## src/rtl/compare_node_pkg.sv

```systemverilog
// Shared constants for the grid compare node: default value width and
// comparison mode encodings.
package compare_node_pkg;

  localparam int unsigned DEFAULT_WIDTH = 2;

  // STRICT parameter encodings
  localparam bit MODE_GT = 1'b1;
  localparam bit MODE_GE = 1'b0;

endpackage : compare_node_pkg

```

## src/rtl/compare_node_if.sv

```systemverilog
// Node value and neighbour values in, local-maximum flag out.
interface compare_node_if
  import compare_node_pkg::*;
#(
  parameter int unsigned WIDTH = DEFAULT_WIDTH
);

  logic [WIDTH-1:0] in;
  logic [WIDTH-1:0] in1;
  logic [WIDTH-1:0] in2;
  logic [WIDTH-1:0] in3;
  logic [WIDTH-1:0] in4;
  logic             out;

  modport master (output in, in1, in2, in3, in4, input out);
  modport slave  (input in, in1, in2, in3, in4, output out);

endinterface : compare_node_if

```

## src/rtl/compare_node_mag_compare.sv

```systemverilog
// Unsigned WIDTH-bit magnitude comparator: gt = (a > b), eq = (a == b).
module mag_compare
  import compare_node_pkg::*;
#(
  parameter int unsigned WIDTH = DEFAULT_WIDTH
) (
  input  logic [WIDTH-1:0] a,
  input  logic [WIDTH-1:0] b,
  output logic             gt,
  output logic             eq
);

  assign gt = (a > b);
  assign eq = (a == b);

endmodule : mag_compare

```

## src/rtl/compare_node.sv

```systemverilog
// Grid node: registers its value and four neighbours, then flags a
// local maximum one cycle later (2-cycle latency, full throughput).
module compare_node
  import compare_node_pkg::*;
#(
  parameter int unsigned WIDTH  = DEFAULT_WIDTH,
  parameter bit          STRICT = MODE_GT
) (
  input logic           clk,
  input logic           rst,
  compare_node_if.slave bus
);

  localparam int unsigned NUM_NB = 4;

  logic [WIDTH-1:0]  in_q;
  logic [WIDTH-1:0]  nb_q [NUM_NB];
  logic [NUM_NB-1:0] gt_c;
  logic [NUM_NB-1:0] eq_c;
  logic [NUM_NB-1:0] pass_c;

  // One comparator per neighbour, all against the registered own value
  for (genvar i = 0; i < NUM_NB; i++) begin : g_cmp
    mag_compare #(.WIDTH(WIDTH)) u_cmp (
      .a  (in_q),
      .b  (nb_q[i]),
      .gt (gt_c[i]),
      .eq (eq_c[i])
    );
  end

  always_comb begin
    pass_c = '0;
    for (int i = 0; i < NUM_NB; i++) begin
      pass_c[i] = (STRICT == MODE_GT) ? gt_c[i] : (gt_c[i] | eq_c[i]);
    end
  end

  // Stage 1 captures the neighbourhood, stage 2 registers the AND of passes
  always_ff @(posedge clk) begin
    if (rst) begin
      in_q    <= '0;
      for (int i = 0; i < NUM_NB; i++) begin
        nb_q[i] <= '0;
      end
      bus.out <= 1'b0;
    end else begin
      in_q    <= bus.in;
      nb_q[0] <= bus.in1;
      nb_q[1] <= bus.in2;
      nb_q[2] <= bus.in3;
      nb_q[3] <= bus.in4;
      bus.out <= &pass_c;
    end
  end

endmodule : compare_node

```

## src/flat_wrapper.sv

```systemverilog
// flat-port wrapper written by rule: the top's interface ports become plain ports
module compare_node_flat import compare_node_pkg::*;
#(
  parameter int unsigned WIDTH  = DEFAULT_WIDTH,
  parameter bit          STRICT = MODE_GT
)
  (clk, rst, bus_in, bus_in1, bus_in2, bus_in3, bus_in4, bus_out);
  compare_node_if #(.WIDTH(WIDTH)) bus_i ();
  input logic clk;
  input logic rst;
  input wire logic [$bits(bus_i.in)-1:0] bus_in;
  input wire logic [$bits(bus_i.in1)-1:0] bus_in1;
  input wire logic [$bits(bus_i.in2)-1:0] bus_in2;
  input wire logic [$bits(bus_i.in3)-1:0] bus_in3;
  input wire logic [$bits(bus_i.in4)-1:0] bus_in4;
  output wire logic [$bits(bus_i.out)-1:0] bus_out;
  assign bus_i.in = bus_in;
  assign bus_i.in1 = bus_in1;
  assign bus_i.in2 = bus_in2;
  assign bus_i.in3 = bus_in3;
  assign bus_i.in4 = bus_in4;
  assign bus_out = bus_i.out;
  compare_node #(.WIDTH(WIDTH), .STRICT(STRICT)) u_core (.clk(clk), .rst(rst), .bus(bus_i));
endmodule
```

## config.mk

```make
export PLATFORM = sky130hd
export DESIGN_NAME = compare_node_flat
export DESIGN_NICKNAME = d
export VERILOG_FILES = /design/src/rtl/compare_node_pkg.sv /design/src/rtl/compare_node_if.sv /design/src/rtl/compare_node_mag_compare.sv /design/src/rtl/compare_node.sv /design/src/flat_wrapper.sv
export SDC_FILE = /design/constraint.sdc
export NUM_CORES = 1
export LEC_CHECK = 0
export CORE_AREA = 4 4 41 43
export CTS_CLUSTER_DIAMETER = 60
export DETAILED_ROUTE_END_ITERATION = 12
export DIE_AREA = 0 0 45 47
export HOLD_SLACK_MARGIN = 0.06
export MAX_ROUTING_LAYER = met4
export SYNTH_ARGS = -nofsm -noshare
export SYNTH_HDL_FRONTEND = slang
export SYNTH_SLANG_ARGS = --single-unit
```

## constraint.sdc

```tcl
create_clock -name clk -period 1.3 [get_ports clk]
set_clock_uncertainty 0.1 [all_clocks]
set_input_delay 0.26 -clock clk [delete_from_list [all_inputs] [get_ports clk]]
set_output_delay 0.26 -clock clk [all_outputs]
set_load 0.02 [all_outputs]
```

=== After elaboration in Yosys (flattened, before gate mapping) ===
Memory sizes are Yosys's and may differ from the RTL's.
Index checks and enable logic that the tools add are counted.

* Register bits after elaboration: 3
* Memory bits (writable): 8
* Bits of input ports: 12
* Output and inout port bits: 1
* Memories kept: 1

* Magnitude comparators: 4
* Mux-type cells: 7
* Bitwise gates (word level): 4
* Reductions and logical operators: 1

{| class="wikitable"
|+ Memory list
! memory !! depth !! width !! read ports !! clocked after Yosys merged registers in !! wr ports !! RTL line !! text
|-
| u_core.nb_q || 4 || 2 || 4 || 0 || 4 || compare_node.sv:17 || <nowiki>logic [WIDTH-1:0] nb_q [NUM_NB];</nowiki>
|}

{| class="wikitable"
|+ Operators with widths
! kind !! count
|-
| $gt 2x2->1 || 4
|-
| $mux 2 || 4
|-
| $or 1x1->1 || 4
|-
| $reduce_and 4->1 || 1
|-
| $mux 1 || 3
|}

=== Longest topological paths before layout ===
Gate-level depths: netlist of run 1.

* Depth in word-level cells: 3
* Depth in mapped cells: 5

=== Modules after synthesis ===
A second synthesis of run 1 with hierarchy kept.

* Cell total of the unflattened synthesis: 56
* Area, all modules: 544.3 um2

{| class="wikitable"
|+ By module, submodules not included
! module !! times used !! cells each !! area an instance (um2) !! seq. area each (um2)
|-
| compare_node || 1 || 24 || 304.0 || 220.2
|-
| mag_compare || 4 || 8 || 60.1 || 0.0
|}

=== Least setup slack after synthesis of run 1 ===
OpenSTA, ideal clock, no wires.

* Path type: register to register
* Start point: register u_core.in_q[0]
* End point: register u_core.bus.out
* Arrival: 1.181 ns
* Data required time: 1.112 ns
* Slack: -0.069 ns
* Stages on the path, launching flop included: 6
* Clock period less this slack: 1.369 ns
* Cell sequence: dfxtp_1 > inv_1 > ha_1 > a222oi_1 > o211ai_1 > nor4_2

* Word-level cells in the longest chain between the ends: 2
* Elaborated cells on any way between the ends: 5

{| class="wikitable"
|+ Ends and longest elaborated chain
! what !! RTL line !! text
|-
| from (decl) || compare_node.sv:16 || <nowiki>logic [WIDTH-1:0] in_q;</nowiki>
|-
| from (signal assigned) || compare_node.sv:48 || <nowiki>in_q <= bus.in;</nowiki>
|-
| $gt 2x2->1 || compare_node_mag_compare.sv:13 || <nowiki>assign gt = (a > b);</nowiki>
|-
| $reduce_and 4->1 (*) || compare_node.sv:53 || <nowiki>bus.out <= &pass_c;</nowiki>
|-
| to (signal assigned) || compare_node.sv:53 ||
|-
| to (decl) || compare_node_if.sv:16 || <nowiki>modport slave (input in, in1, in2, in3, in4, output out);</nowiki>
|}

Mark *: on every way between the ends. The rest lies on a longest branch, timed or not.
A chain may end at the register's enable or synchronous reset.

==> run summary, run 1 <==
Outcome
- **status** complete, but fails checks
- **violations in the final reports** setup timing

Floorplanning
- **initial core utilization** 0.3635
- **Chip Height** 47 µm
- **area of the die** 2115 µm²
- **number of placement rows** 13
- **floorplan core area** 1301 µm²
- **horizontal extent of the die** 45 µm
- **I/O pin cnt** 13

Synthesis
- **post-synth top area share** 0.4656
- **Synth Cell Area** 473.0 µm²
- **Yosys warning total** 0
- **syn_nets** 66
- **Synth area leaders** dfxtp_1 47%, ha_1 21%, nor2b_1 15%, inv_1 6.3%, a21oi_1 4.2%
- **number of distinct library cells after synthesis** 9
- **average cell area after synthesis** 10.28 µm²
- **cell accounting for the most synthesized area** dfxtp_1
- **#FFs+latches synth** 11
- **sequential share of the synthesized area** 0.4656
- **number of instances in the synthesized netlist** 46

Global routing
- **GRT Total Usage** 0.08450
- **largest net degree at the start of global routing** 11
- **total grt overflow** 0
- **antenna violations before repair** 0
- **number of global-route vias before repair** 326
- **wire length of the first global-routing pass** 1179 µm

CTS
- **clock-pin transition on the worst setup and hold timing paths** 80 ps
- **number of buffers on the longest clock path** 2
- **source-to-sink clock delay at the later pin of the worst-skew pair** 270 ps
- **CTS tree** built
- **CTS root buffer** clkbuf_4
- **cts bufs inserted** 3
- **CTS Sinks** 11
- **quantity of hold-fixing buffers added after cts** 0
- **CTS H-tree lvls** 1

STA
- **Worst-Margin Slew** 276.3 ps
- **share of the clock period used by the worst path** 1.105
- **Final WS setup** -136.0 ps
- **final period demand of the worst path** 1436 ps
- **Hold Violations, Final** 0
- **hold slack final** 429.5 ps
- **Max Clk Rate** 696.4 MHz
- **final-report max-slew violation count** 0
- **worst max-slew margin expressed relative to the limit** 0.8158
- **unrepaired setup endpoints after global routing** yes
- **setup violators final** 1
- **Total Negative Setup Slacks** -136.0 ps

Worst setup path
- **kind of launch point of the worst setup path** register
- **Critical Path End Type** register
- **WP data arrival** 1530 ps
- **required time reported for the critical path endpoint** 1390 ps
- **Critical Path Fanout Max** 2
- **worst r2r path cells** 5
- **critical path class** register to register

Routing
- **detailed-route wire length per cell** 8.734 µm
- **via count of the routed design** 331
- **first-pass iteration count of the detailed router** 4
- **ANT nets after route** 0
- **per-cell via count in the routed design** 4.190
- **initial drt markers** 2
- **Final Routed Wirelength** 690 µm
- **number of remaining DRC errors** 0

Final layout
- **post-layout utilization of the core** 0.5077
- **final antenna diode count** 0
- **Area growth syn-to-layout** 39.68%
- **area of the multi-input gates** 219.0 µm²
- **layout cells sized above 1** 0.1875
- **count of nets after finishing** 85
- **sequential standard cell area** 224.0 µm²
- **Filler Cell Count** 138

Pwr
- **PD cells** 1050 nW/µm²
- **Static Leakage** 0.2897 nW
- **total power of the final layout** 0.6936 mW
- **peak supply drop** 0.0005546 V

Placement
- **routability cong.** 0.6934
- **estimated wirelength of the detail-placed design** 557.9 µm
- **IO Port Bufs** 12

Worst hold path
- **worst min-delay path category** input pin to register
- **number of stages on the worst hold path** 2

Run
- **max-cap check violation count** 0

## repair_timing
item	CTS	global route
resized for setup	2	3
endpoints found under the setup margin	2	1
pin swaps	2	1
hold endpoints to repair	0	0
buffers inserted	0	0
cloned	0	0
## cell usage after synthesis
cell type and count:
dfxtp_1 11, ha_1 8, o211ai_1 1, nor2b_1 11
a21oi_1 4, nor4_2 1, clkbuf_1 1, a222oi_1 1
inv_1 8
## layout by cell type (no fill, tap or decap), drive strengths merged
| cell | instances |
|---|---|
| nor2b | 11 |
| clkdlybuf4s50 | 11 |
| dfxtp | 11 |
| ha | 8 |
| inv | 8 |
| a21oi | 4 |
| clkbuf | 3 |
| buf | 3 |
| a222oi | 1 |
| o211ai | 1 |
| nor4 | 1 |
| clkinv | 1 |
| dlygate4sd2 | 1 |
## logic make-up after synthesis
logic type / share of synthesized area
AOI/OAI and AO/OA: 0.07937
adders and majority gates: 0.2116
buffers and inverters: 0.07142
DFF: 0.4656
and+or+nand+nor: 0.1720
## worst max-delay path, stage by stage (launching register included)
cell	delay [ps]
dfxtp_2	320
inv_1	30
ha_1	300
a222oi_1	320
o211ai_1	150
nor4_2	130
## state kept, by name, summed over array words and instances (netlist names)
| register | count |
|---|---|
| u_core.bus.out | 1 |
| u_core.in_q | 2 |
| u_core.nb_q | 8 |
## worst paths after layout
kind | start | endpoint | slack [ps]
hold reg to reg | u_core.nb_q[1][0] | u_core.bus.out | 580
hold / removal | bus_in3[1] | u_core.nb_q[2][1] | 430
setup reg to reg | u_core.nb_q[2][1] | u_core.bus.out | -140
setup / recovery | u_core.nb_q[2][1] | u_core.bus.out | -140
## area by class of cell
type	instances	share of cell area
inverters	8	0.04545
clock inverters	1	0.007576
well taps	15	0.02841
multi-input cells	26	0.3314
repair buffers	15	0.2140
clock buffers	3	0.03409
flip-flops and latches	11	0.3390
## routing by layer
layer	vias to the layer above	track usage	wire [µm]
met5	-	-	0
met4	0	0.07018	9
met3	2	0.03448	46
met2	7	0.1356	315
met1	136	0.07852	318
li1	186	-	-
## power by group
part | internal [mW] | switching, mW
Sequential | 0.355 | 0.00604
Clock | 0.114 | 0.116
Combinational | 0.0654 | 0.0380
Total | 0.534 | 0.160
## per-stage QoR
| step | worst slack (ps) | instances | instance area [µm²] |
|---|---|---|---|
| 2_1_floorplan | -67.72 | 46 | 473.0 |
| 3_3_place_gp | -158.3 | 75 | 630.6 |
| 3_5_place_dp | -145.1 | 75 | 630.6 |
| 4_1_cts | -158.2 | 79 | 656.9 |
| 5_1_grt | -238.9 | 79 | 660.6 |
| 6_report | -136.0 | 79 | 660.6 |
Note: power is estimated with default switching activity, not from simulation.
==> run 2: changes to the inputs <==
--- a/config.mk
+++ b/config.mk
@@ -9,6 +9,7 @@
 export CTS_CLUSTER_DIAMETER = 60
 export DETAILED_ROUTE_END_ITERATION = 12
 export DIE_AREA = 0 0 45 47
+export GPL_ROUTABILITY_DRIVEN = 1
 export HOLD_SLACK_MARGIN = 0.06
 export MAX_ROUTING_LAYER = met4
 export SYNTH_ARGS = -nofsm -noshare
==> results of run 2 <==
No change in the layout: final DEF, timing and power equal those of run 1.
==> run 3: changes to the inputs <==
==> constraint.sdc (replaced) <==
create_clock -name clk -period 1.46 [get_ports clk]
set_clock_uncertainty 0.1 [all_clocks]
set_input_delay 0.292 -clock clk [delete_from_list [all_inputs] [get_ports clk]]
set_output_delay 0.292 -clock clk [all_outputs]
set_load 0.02 [all_outputs]
==> run summary, run 3 (synthesis gave the netlist of run 1 again) <==
Outcome
- **status** complete, but fails checks
- **violations in the final reports** setup timing

Final layout
- **area of the multi-input gates** 219.0 µm², unchanged
- **flip-flop count of the largest register, all copies and words added** 8, unchanged
- **final antenna diode count** 0, unchanged
- **Area growth syn-to-layout** 35.98%
- **Filler Cell Count** 142, +2.9%
- **layout cells sized above 1** 0.1290, -0.05847
- **sequential standard cell area** 222.7 µm², -0.56%
- **largest registers** u_core.nb_q x8, u_core.in_q x2, u_core.bus.out x1
- **largest register by flop count** u_core.nb_q
- **highest-count cells in the layout ignoring fill and taps** 11 x nor2b_1, 11 x clkdlybuf4s50_1, 9 x dfxtp_1
- **count of nets after finishing** 83, -2.4%
- **final non-filler cell total** 77, -2.5%

Floorplanning
- **number of placement rows** 13, unchanged
- **floorplan core area** 1301 µm², unchanged
- **I/O pin cnt** 13, unchanged
- **horizontal extent of the die** 45 µm, unchanged
- **Chip Height** 47 µm, unchanged
- **area of the die** 2115 µm², unchanged
- **initial core utilization** 0.3635, unchanged

Placement
- **Placed Instances** 73, -2.7%
- **IO Port Bufs** 12, unchanged
- **worst slack after detailed placement** -42.06 ps, +103.1 ps
- **estimated wirelength of the detail-placed design** 571.9 µm, +2.5%
- **routability cong.** 0.7937, +14%

Pwr
- **peak supply drop** 0.0004994 V, -10%
- **Static Leakage** 0.2771 nW, -4.3%
- **PD cells** 953.0 nW/µm², -9.2%

CTS
- **cts bufs inserted** 3, unchanged
- **setup bufs post-CTS** 0, unchanged
- **CTS Sinks** 11, unchanged
- **CTS H-tree lvls** 1, unchanged
- **CTS tree** built
- **clock-pin transition on the worst setup and hold timing paths** 70 ps, about the same
- **source-to-sink clock delay at the later pin of the worst-skew pair** 260 ps, about the same
- **CTS root buffer** clkbuf_4
- **number of buffers on the longest clock path** 2, unchanged

Worst hold path
- **worst min-delay path category** input pin to register

STA
- **Final WS setup** -10.44 ps, +125.5 ps
- **worst max-slew margin expressed relative to the limit** 0.8097, -0.006092
- **share of the clock period used by the worst path** 1.007, -0.09744
- **Total Negative Setup Slacks** -10.44 ps, +125.5 ps
- **Max Clk Rate** 680.1 MHz, -2.3%
- **unrepaired setup endpoints after global routing** yes
- **final period demand of the worst path** 1470 ps, +34.47 ps
- **final-report max-slew violation count** 0, unchanged
- **setup violators final** 1, unchanged
- **Hold Violations, Final** 0, unchanged
- **hold slack final** 472.0 ps, +42.51 ps
- **Worst-Margin Slew** 285.4 ps, +9.138 ps

Routing
- **detailed-route wire length per cell** 8.974 µm, +2.7%
- **initial drt markers** 3, +1
- **number of remaining DRC errors** 0, unchanged
- **via count of the routed design** 344, +3.9%
- **per-cell via count in the routed design** 4.468, +6.6%
- **first-pass iteration count of the detailed router** 4, unchanged
- **Final Routed Wirelength** 691 µm, +0.14%
- **ANT nets after route** 0, unchanged

Worst setup path
- **Critical Path Fanout Max** 2, unchanged
- **required time reported for the critical path endpoint** 1540 ps, +150 ps
- **Critical Path End Type** register
- **kind of launch point of the worst setup path** register
- **critical path class** register to register
- **WP data arrival** 1550 ps, +20 ps

Global routing
- **layer carrying the most global-route usage** met2
- **wire length of the first global-routing pass** 1283 µm, +8.8%
- **number of global-route vias before repair** 349, +7.1%
- **largest net degree at the start of global routing** 11, unchanged
- **GRT Total Usage** 0.09188, +0.007383
- **met2 Use GR** 0.1610, +0.02542
- **GR Util met3** 0.02299, -0.01149
- **met1 Usage GRT** 0.08545, +0.006928
- **total grt overflow** 0, unchanged
- **antenna violations before repair** 0, unchanged

Run
- **max-cap check violation count** 0, unchanged

[run 3: changes by cell type in the layout (fill, tap and decap cells not counted)]
cell / previous run / this run
buf_4: 3 / 1
clkbuf_1: 0 / 1
clkinv_2: 1 / 0
dfxtp_1: 8 / 9
dfxtp_2: 3 / 2
[run 3: metal layers]
layer / vias to the layer above / wire, µm
met5: - / 0
met4: 0 / 15
met3: 2 / 46
met2: 9 / 331
met1: 151 / 297
li1: 182 / -
[run 3: worst paths after layout]
check,cells past startpoint,from,end,slack [ps]
max,5,u_core.nb_q[2][1],u_core.bus.out,-10
min,2,bus_in2[1],u_core.nb_q[1][1],470
max reg2reg,5,u_core.nb_q[2][1],u_core.bus.out,-10
min reg2reg,4,u_core.nb_q[1][0],u_core.bus.out,580
[run 3: timing repair]
item / 4_1_cts / 5_1_grt
pin swaps: 1 / 1
hold buffers: 0 / 0
endpoints found under the setup margin: 2 / 1
gates resized for setup: 3 / 1
[run 3: metrics by stage]
| step | cell area (µm²) | util | total power [mW] |
|---|---|---|---|
| 2_1_floorplan | 473.0 | - | 0.3755 |
| 3_3_place_gp | 615.6 | 0.4731 | 0.4177 |
| 3_5_place_dp | 615.6 | 0.4731 | 0.4184 |
| 4_1_cts | 641.9 | 0.4933 | 0.6264 |
| 5_1_grt | 643.1 | 0.4942 | 0.6535 |
| 6_report | 643.1 | 0.4942 | 0.6129 |
[run 3: power breakdown]
group          internal (mW)  switching (mW)  leakage [nW]
Clock                  0.106          0.0969        0.0150
Sequential             0.316         0.00528        0.0919
Combinational         0.0552          0.0341         0.170
[run 3: layout make-up]
class | count | share of cell area
flip-flops and latches | 11 | 0.3463
multi-input cells | 26 | 0.3405
repair buffers | 13 | 0.1965
inverters | 8 | 0.04669
clock buffers | 4 | 0.04086
well taps | 15 | 0.02918
[run 3: critical path, cell delays in order (launching register included)]
cell and delay (ps):
dfxtp_1 310, inv_1 40, ha_1 300, a222oi_1 350, o211ai_1 160, nor4_2 140
